## config.mk

```make
export PLATFORM = sky130hd
export DESIGN_NAME = vga_fb_scanout_arbiter
export DESIGN_NICKNAME = d
export VERILOG_FILES = /design/src/rtl/vga_fb_pkg.sv /design/src/rtl/vga_pixel_fifo.sv /design/src/rtl/vga_fb_scanout_arbiter.sv
export SDC_FILE = /design/constraint.sdc
export NUM_CORES = 1
export LEC_CHECK = 0
export BUFFER_PORTS_ARGS = -buffer_cell sky130_fd_sc_hd__buf_2
export CAP_MARGIN = 20
export CELL_PAD_IN_SITES_DETAIL_PLACEMENT = 1
export CELL_PAD_IN_SITES_GLOBAL_PLACEMENT = 1
export CORE_MARGIN = 3
export CORE_UTILIZATION = 50
export DETAILED_ROUTE_END_ITERATION = 8
export HOLD_SLACK_MARGIN = 0.1
export PLACE_DENSITY = 0.9
export SYNTH_ARGS = -nofsm -noshare
export SYNTH_HDL_FRONTEND = slang
export SYNTH_HIERARCHICAL = 1
export SYNTH_SLANG_ARGS = --single-unit
```

## constraint.sdc

```tcl
create_clock -name clk -period 4.3 [get_ports clk]
set_input_delay 0.645 -clock clk [delete_from_list [all_inputs] [get_ports clk]]
set_output_delay 0.645 -clock clk [all_outputs]
set_load 0.02 [all_outputs]
```

## src/rtl/vga_fb_pkg.sv

```systemverilog
// vga_fb_pkg: shared defaults and types for the framebuffer scanout arbiter.
package vga_fb_pkg;
  localparam int DATA_W_DEF = 8;
  localparam int ADDR_W_DEF = 19;
  localparam int H_ACTIVE_DEF = 640;
  localparam int V_ACTIVE_DEF = 480;
  localparam int FRAME_WORDS = H_ACTIVE_DEF * V_ACTIVE_DEF;
  localparam logic [DATA_W_DEF-1:0] UNDERRUN_PIX = 8'h00;
  typedef enum logic {FETCH, DONE} fetch_state_e;
endpackage

```

## src/rtl/vga_pixel_fifo.sv

```systemverilog
// vga_pixel_fifo: synchronous pixel FIFO with flush and fill-level output.
module vga_pixel_fifo #(
  parameter int DATA_W = 8,
  parameter int DEPTH = 16,
  localparam int AW = $clog2(DEPTH)
) (
  input  logic              clk,
  input  logic              rst_n,
  input  logic              push_i,
  input  logic              pop_i,
  input  logic              flush_i,
  input  logic [DATA_W-1:0] wdata_i,
  output logic [DATA_W-1:0] rdata_o,
  output logic [AW:0]       level_o,
  output logic              empty_o
);
  logic [DATA_W-1:0] mem_q [DEPTH];
  logic [AW-1:0] wr_q, wr_d, rd_q, rd_d;
  logic [AW:0] level_q, level_d;
  logic do_pop;
  assign empty_o = level_q == '0;
  assign do_pop = pop_i && !empty_o;
  assign rdata_o = mem_q[rd_q];
  assign level_o = level_q;
  always_comb begin
    wr_d = flush_i ? '0 : wr_q + AW'(push_i);
    rd_d = flush_i ? '0 : rd_q + AW'(do_pop);
    level_d = flush_i ? '0 : level_q + (AW+1)'(push_i) - (AW+1)'(do_pop);
  end
  always_ff @(posedge clk or negedge rst_n)
    if (!rst_n) begin
      wr_q <= '0;
      rd_q <= '0;
      level_q <= '0;
    end else begin
      wr_q <= wr_d;
      rd_q <= rd_d;
      level_q <= level_d;
    end
  always_ff @(posedge clk)
    if (push_i && !flush_i) mem_q[wr_q] <= wdata_i;
  // Read credit accounting upstream makes a push into a full FIFO impossible.
  always_ff @(posedge clk)
    if (rst_n && push_i && !flush_i) assert (do_pop || level_q != (AW+1)'(DEPTH));
endmodule

```

## src/rtl/vga_fb_scanout_arbiter.sv

```systemverilog
// vga_fb_scanout_arbiter: shares one framebuffer SRAM between scanout prefetch
// and host writes; urgent refills win, otherwise the host goes first.
module vga_fb_scanout_arbiter
  import vga_fb_pkg::*;
#(
  parameter int DATA_W = DATA_W_DEF,
  parameter int ADDR_W = ADDR_W_DEF,
  parameter int H_ACTIVE = H_ACTIVE_DEF,
  parameter int V_ACTIVE = V_ACTIVE_DEF,
  parameter int FIFO_DEPTH = 16,
  parameter int LOW_WATER = 6,
  parameter int RD_LAT = 2,
  parameter logic [DATA_W-1:0] UNDERRUN_PIX = vga_fb_pkg::UNDERRUN_PIX
) (
  input  logic              clk,
  input  logic              rst_n,
  input  logic              display_en,
  input  logic              vblank_start,
  output logic [DATA_W-1:0] pix_data,
  output logic              underrun,
  input  logic              host_valid,
  output logic              host_ready,
  input  logic [ADDR_W-1:0] host_addr,
  input  logic [DATA_W-1:0] host_wdata,
  output logic              mem_en,
  output logic              mem_we,
  output logic [ADDR_W-1:0] mem_addr,
  output logic [DATA_W-1:0] mem_wdata,
  input  logic [DATA_W-1:0] mem_rdata
);
  localparam int LW = $clog2(FIFO_DEPTH) + 1;
  localparam int SW = $clog2(FIFO_DEPTH + RD_LAT + 2);
  localparam logic [ADDR_W-1:0] LAST_ADDR = ADDR_W'(H_ACTIVE * V_ACTIVE - 1);
  fetch_state_e state_q, state_d;
  logic [ADDR_W-1:0] fetch_addr_q, fetch_addr_d, mem_addr_q, mem_addr_d;
  logic [DATA_W-1:0] mem_wdata_q, mem_wdata_d, pix_q, pix_d, head;
  logic [RD_LAT-1:0] rd_pipe_q, rd_pipe_d;
  logic mem_en_q, mem_en_d, mem_we_q, mem_we_d, underrun_q, underrun_d;
  logic [LW-1:0] level;
  logic [SW-1:0] sum;
  logic empty, cmd_rd, urgent, want, wr, rd, pop, last;
  assign cmd_rd = mem_en_q && !mem_we_q;
  // Credit = buffered pixels plus every read not yet returned.
  always_comb begin
    sum = SW'(level) + SW'(cmd_rd);
    for (int i = 0; i < RD_LAT; i++) sum = sum + SW'(rd_pipe_q[i]);
  end
  assign urgent = state_q == FETCH && sum < SW'(LOW_WATER);
  assign want = state_q == FETCH && sum < SW'(FIFO_DEPTH);
  assign host_ready = !urgent;
  assign wr = host_valid && host_ready;
  assign rd = !vblank_start && (urgent || (want && !wr));
  assign pop = display_en && !vblank_start;
  assign last = fetch_addr_q == LAST_ADDR;
  always_comb begin
    state_d = vblank_start ? FETCH : (rd && last) ? DONE : state_q;
    fetch_addr_d = vblank_start ? '0 : (rd && !last) ? fetch_addr_q + ADDR_W'(1) : fetch_addr_q;
    mem_en_d = rd || wr;
    mem_we_d = wr;
    mem_addr_d = rd ? fetch_addr_q : wr ? host_addr : mem_addr_q;
    mem_wdata_d = wr ? host_wdata : mem_wdata_q;
    rd_pipe_d = vblank_start ? '0 : RD_LAT'({rd_pipe_q, cmd_rd});
    pix_d = !pop ? pix_q : empty ? UNDERRUN_PIX : head;
    underrun_d = !vblank_start && (underrun_q || (pop && empty));
  end
  always_ff @(posedge clk or negedge rst_n)
    if (!rst_n) begin
      state_q <= FETCH;
      fetch_addr_q <= '0;
      mem_en_q <= 1'b0;
      mem_we_q <= 1'b0;
      mem_addr_q <= '0;
      mem_wdata_q <= '0;
      rd_pipe_q <= '0;
      pix_q <= '0;
      underrun_q <= 1'b0;
    end else begin
      state_q <= state_d;
      fetch_addr_q <= fetch_addr_d;
      mem_en_q <= mem_en_d;
      mem_we_q <= mem_we_d;
      mem_addr_q <= mem_addr_d;
      mem_wdata_q <= mem_wdata_d;
      rd_pipe_q <= rd_pipe_d;
      pix_q <= pix_d;
      underrun_q <= underrun_d;
    end
  vga_pixel_fifo #(.DATA_W(DATA_W), .DEPTH(FIFO_DEPTH)) u_fifo (
    .clk     (clk),
    .rst_n   (rst_n),
    .push_i  (rd_pipe_q[RD_LAT-1]),
    .pop_i   (pop),
    .flush_i (vblank_start),
    .wdata_i (mem_rdata),
    .rdata_o (head),
    .level_o (level),
    .empty_o (empty)
  );
  assign pix_data = pix_q;
  assign underrun = underrun_q;
  assign mem_en = mem_en_q;
  assign mem_we = mem_we_q;
  assign mem_addr = mem_addr_q;
  assign mem_wdata = mem_wdata_q;
endmodule

```

* After elaboration in Yosys (flattened, before gate mapping)
Memory sizes are Yosys's and may differ from the RTL's.
Cells that the tools add are included.
** Cells by class
- Add/sub/neg operators :: 8
- $lt $le $gt $ge :: 2
- Equality and inequality tests :: 1
- Muxes and demuxes :: 13
- Bitwise gates (word level) :: 1
- Reduce and logical (&&, ||, !) cells :: 26
** Operators by type and width (count)
- $mux 19 :: 4
- $add 5x1->5 :: 4
- $add 19x1->19 const B :: 1
- $eq 19x19->1 const B :: 1
- $logic_and 1x1->1 :: 13
- $add 4x1->4 :: 2
- $mux 4 :: 2
- $mux 8 :: 1
- $logic_not 1->1 :: 6
- $reduce_bool 2->1 :: 3
- $logic_not 5->1 :: 1
- $lt 5x3->1 const B :: 1
- $lt 5x5->1 const B :: 1
- $mux 5 :: 1
- $sub 5x1->5 :: 1
- $mux 1 :: 4
- $logic_or 1x1->1 :: 3
- $mux 2 :: 1
- $not 1->1 :: 1
** Storage, ports and cells
- Bits in registers :: 73
- Memory bits (writable) :: 128
- Input port bits :: 40
- Logic and storage cells :: 64
- Memories :: 1
** Memory list
- u_fifo.mem_q :: depth 16, bits a word 8, read ports 1, clocked after Yosys merged registers in 0, wr ports 1, line vga_pixel_fifo.sv:17 : logic [DATA_W-1:0] mem_q [DEPTH];

* Logic depth before layout (Yosys ltp)
- Depth after elaboration :: 16
- Mapped depth :: 13
- Gate-level depth less buffers :: 13

* Cells and area by module
The synthesis kept the hierarchy.
** Modules (own cells, without submodules)
- vga_pixel_fifo :: times used 1, cells an instance 287, area an instance 5690.5 um^2, sequential area each 4169.0 um^2
- vga_fb_scanout_arbiter :: times used 1, cells an instance 268, area an instance 2985.4 um^2, sequential area each 1501.4 um^2

* Worst setup path before layout
Ideal clock, no wire load.
- Path kind :: reg-to-reg
- From :: register mem_en_q, in the netlist mem_en
- To :: register mem_addr_q[7], in the netlist mem_addr[7]
- Setup time :: 0.118 ns
- Arrival :: 3.083 ns
- Data required time :: 4.182 ns
- Setup slack :: 1.099 ns
- Stages on the path, launching flop included :: 13
- Path buffers :: 2
- Cell sequence :: dfrtp_1 nor2b_1 fa_1 nand2_1 fa_1 o21bai_1 a21oi_2 o2111ai_4 and2_1 buf_4 buf_6 a22o_1 a21o_1
** Between the ends
- Cells in the longest elaborated chain, start to end :: 13
** RTL lines
- start: declaration :: line vga_fb_scanout_arbiter.sv:38 : logic mem_en_q, mem_en_d, mem_we_q, mem_we_d, underrun_q, underrun_d;
- start signal: assignment :: line vga_fb_scanout_arbiter.sv:80 : mem_en_q <= mem_en_d;
- $logic_and 1x1->1 * :: line vga_fb_scanout_arbiter.sv:42 : assign cmd_rd = mem_en_q && !mem_we_q;
- $add 5x1->5 * :: line vga_fb_scanout_arbiter.sv:45 : sum = SW'(level) + SW'(cmd_rd);
- $add 5x1->5 * (2 in series) :: line vga_fb_scanout_arbiter.sv:46 : for (int i = 0; i < RD_LAT; i++) sum = sum + SW'(rd_pipe_q[i]);
- $lt 5x3->1 * :: line vga_fb_scanout_arbiter.sv:48 : assign urgent = state_q == FETCH && sum < SW'(LOW_WATER);
- $logic_and 1x1->1 * :: line vga_fb_scanout_arbiter.sv:48
- $logic_not 1->1 * :: line vga_fb_scanout_arbiter.sv:50 : assign host_ready = !urgent;
- net host_ready :: line vga_fb_scanout_arbiter.sv:22 : output logic host_ready,
- $logic_and 1x1->1 * :: line vga_fb_scanout_arbiter.sv:51 : assign wr = host_valid && host_ready;
- $logic_not 1->1 :: line vga_fb_scanout_arbiter.sv:52 : assign rd = !vblank_start && (urgent || (want && !wr));
- $logic_and 1x1->1 :: line vga_fb_scanout_arbiter.sv:52
- $logic_or 1x1->1 :: line vga_fb_scanout_arbiter.sv:52
- $logic_and 1x1->1 :: line vga_fb_scanout_arbiter.sv:52
- $mux 19 or $reduce_bool 2->1 (tied branches)
- end signal: assignment :: line vga_fb_scanout_arbiter.sv:82 : mem_addr_q <= mem_addr_d;
- end: declaration :: line vga_fb_scanout_arbiter.sv:35 : logic [ADDR_W-1:0] fetch_addr_q, fetch_addr_d, mem_addr_q, mem_addr_d;
Mark *: on every way through the listed nets, which the timed path passes. The rest lies on a longest branch.
A chain may end at the register's enable or synchronous reset.

* Worst setup path in the final report
- From :: register mem_en_q, in the netlist mem_en
- To :: register mem_addr_q[2], in the netlist mem_addr[2]
** Between the ends
- Cells in the longest elaborated chain, start to end :: 13
** RTL lines (line)
- $logic_and 1x1->1 * :: vga_fb_scanout_arbiter.sv:42
- $add 5x1->5 * :: vga_fb_scanout_arbiter.sv:45
- $add 5x1->5 * (2 in series) :: vga_fb_scanout_arbiter.sv:46
- $lt 5x3->1 :: vga_fb_scanout_arbiter.sv:48
- $logic_and 1x1->1 :: vga_fb_scanout_arbiter.sv:48
- $logic_not 1->1 :: vga_fb_scanout_arbiter.sv:50
- $logic_and 1x1->1 :: vga_fb_scanout_arbiter.sv:51
- $logic_not 1->1 :: vga_fb_scanout_arbiter.sv:52
- $logic_and 1x1->1 :: vga_fb_scanout_arbiter.sv:52
- $logic_or 1x1->1 :: vga_fb_scanout_arbiter.sv:52
- $logic_and 1x1->1 :: vga_fb_scanout_arbiter.sv:52
- $mux 19 or $reduce_bool 2->1 (tied branches)
Every way passes the cells marked *; elsewhere a longest branch is shown, timed or not.

==> results.md <==
- Die Ht: 138 um
- Hold Path Class: input port to asynchronous set/reset pin
- Register area share after synthesis: 0.654
- Vias per cell: 6.00
- Vias in the first global route: 5874
- GP Congestion: 0.784
- Setup ws final: 0.410 ns
- R2r setup slk: 0.41 ns
- Clock transition at path regs: 0.06 ns
- I/O Buffers: 78
- Post-synthesis cell area: 8680 sq um
- Setup TNS: 0 ns
- Fin crit period: 3.89 ns
- Sequence of cells on the critical path: nor2b_1 > fa_1 > nand2_1 > fa_1 > nand3b_1 > xnor2_1 > or3_1 > a21oi_2 > nor2_1 > buf_6 > a21o_1
- Layout area overhead: 15.6%
- Reg-to-Reg Start: mem_en
- Number of setup buffers added after CTS: 0
- Crit start category: flip-flop
- Clock skew: 0.0107 ns
- Cells after Synth: 555
- Core area: 16800 sq um
- Yosys top cell by area: edfxtp_1
- Total grt overflow: 0
- Number of buffers created by CTS: 23
- Global-route wire length before repair: 33300 um
- Share of cells above drive strength 1: 0.247
- Clk sinks: 201
- Critical path's slowest cell: a21oi_2
- 1st-iter DRT viols: 437
- WP data required: 4.70 ns
- Unrepaired setup endpoints after global routing: no
- Root buffer cell: clkbuf_16
- Critical path class: flip-flop to flip-flop
- DRC errors left: 0
- Leak pwr: 4.01 nW
- Max Clk Rate: 0.257 GHz
- Die Area: 19000 sq um
- Routed via count: 5289
- # diodes: 0
- # hold bufs at CTS: 0
- CP endpoint kind: flip-flop
- Pwr dens: 581 nW/um^2
- Critical Path Max Stage Delay: 0.55 ns
- Worst reg2reg path depth: 11
- Worst EP arrival: 4.29 ns
- Post-DP HPWL: 14000 um
- Post-synth EDFFs: 128
- Worst slew pin tran: 1.05 ns
- Final hold vios: 0
- Initial Util: 0.518
- Post-synth top flop: edfxtp_1
- Crit path max fanout: 12
- CTS tree: yes
- Routed length per instance: 24.5 um
- DR pass1 iterations: 4
- Crit path depth: 11
- Die extent in x: 138 um
- All-Layer GR Usage: 0.233
- Top cell type's share of synthesized area: 0.443
- Cell family with most CP delay: simple AND/OR/NAND/NOR gates
- Clk Latency, worst-skew pair: 0.52 ns
- Mean Syn Cell Area: 15.6 sq um
- Rows: 47
- Maximum vdd drop: 0.000370 V
- Status: finished, final reports clean
- CTS H-Tree Depth: 1
- Post_cts resized: 0
- Largest cells by area after synthesis: edfxtp_1 (44%), dfrtp_1 (21%), mux4_2 (4.7%)
- Pins Over Slew Limit: 0
- Final setup fails: 0
- Worst path bufs/invs: 1
- Maxcap violations: 0
- I/O pin count: 79
- Final nets: 700
- Post-route clock period utilization: 0.905
- Tot Pwr: 0.00582 W
- Relative slew slack: 0.299
- Post-Route WL: 21600 um
- RR Endpoint: mem_addr[2]
- Largest net degree at the start of global routing: 74
- ANT nets after route: 0
- Flops & latches, synth: 201
- Net Count, Synth: 610
- Clock Path Buffers: 3
- Async set or reset register ratio after synthesis: 0.363
- Synth warn: 6
- Setup WS pre-CTS: 0.500 ns
- Crit-path most repeated cell: fa_1
- Initial antenna violation count: 0
- Synth unique cells: 55
==> placed cells by master, fill, tap and decap left out, types with 11 or more instances in the layout <==
| cell type | n |
|---|---|
| dfrtp_1 | 73 |
| buf_4 | 11 |
| a21o_1 | 20 |
| inv_1 | 15 |
| ha_1 | 12 |
| mux2_2 | 11 |
| mux4_2 | 18 |
| mux4_1 | 14 |
| edfxtp_1 | 128 |
| nor2b_1 | 19 |
| nand2_1 | 26 |
| a22oi_1 | 16 |
| nand2b_1 | 15 |
| a22o_1 | 19 |
| nor2_1 | 41 |
| clkbuf_16 | 23 |
| buf_2 | 77 |
==> cells in the mapped netlist, types with 7 or more instances <==
master	number
nor2b_1	19
buf_2	8
nor3_1	7
a21o_1	20
mux2_2	11
ha_1	12
nand2b_1	15
inv_1	15
o21ai_0	8
dfrtp_1	73
nor2_1	41
mux4_2	18
mux4_1	14
nand3_1	9
edfxtp_1	128
a21oi_1	7
nand2_1	26
xnor2_1	10
a22o_1	19
a22oi_1	16
==> report_power, final <==
group | internal, W | total [W] | switching [W] | leakage, nW
clock | 0.00117 | 0.00193 | 0.000766 | 0.363
sequential | 0.00226 | 0.00242 | 0.000165 | 2.11
combinational | 0.000602 | 0.00147 | 0.000866 | 1.53
total | 0.00403 | 0.00582 | 0.00180 | 4.01
==> state kept, by name, summed over array words and instances, names as in the netlist <==
signal / flops
mem_en: 1
pix_data: 8
u_fifo/mem_q: 128
mem_addr: 19
rd_pipe_q: 2
u_fifo/rd_q: 4
underrun: 1
mem_we: 1
state_q: 1
u_fifo/wr_q: 4
u_fifo/level_o: 5
fetch_addr_q: 19
mem_wdata: 8
==> worst max path at each step <==
stage / to / from
after floorplan: mem_addr[7] / mem_en
after global placement: mem_addr[2] / mem_en
after detailed placement: mem_addr[5] / mem_en
after CTS: mem_addr[0] / mem_en
after global routing: mem_addr[2] / mem_en
final: mem_addr[2] / mem_en
==> metal layers <==
metal | up-vias | routed length [um] | GRT usage
met5 | - | 0 | 0
met4 | 0 | 850 | 0.0944
met3 | 65 | 1160 | 0.0321
met2 | 208 | 11300 | 0.416
met1 | 2722 | 8260 | 0.286
li1 | 2294 | - | -
==> per-stage QoR <==
step	instances	cell area [sq um]	hold slack (ns)	utilization
finish	881	10000	0.248	0.598
global route	881	10000	0.333	0.598
CTS	881	10000	0.294	0.598
detailed placement	840	9280	0.467	0.554
global placement	838	9240	0.461	0.551
floorplan	555	8680	0.349	-
==> cell families after synthesis <==
logic type | share of synthesized area
xor gates and xnor gates | 0.0141
and+or+nand+nor | 0.0906
AOI/OAI and AO/OA | 0.0761
buffers and inverters | 0.0271
DFF | 0.654
muxes | 0.114
adders and majority gates | 0.0242
==> area by class of cell <==
cell class	instances	area (sq um)
repair buffers	90	507
clock inverters	15	163
multi-input cells	314	2770
fillers	1591	6730
clock buffers	26	587
well taps	220	275
inverters	15	56.3
flip-flops and latches	201	5670
No activity file was read; power rests on OpenSTA's default activity.
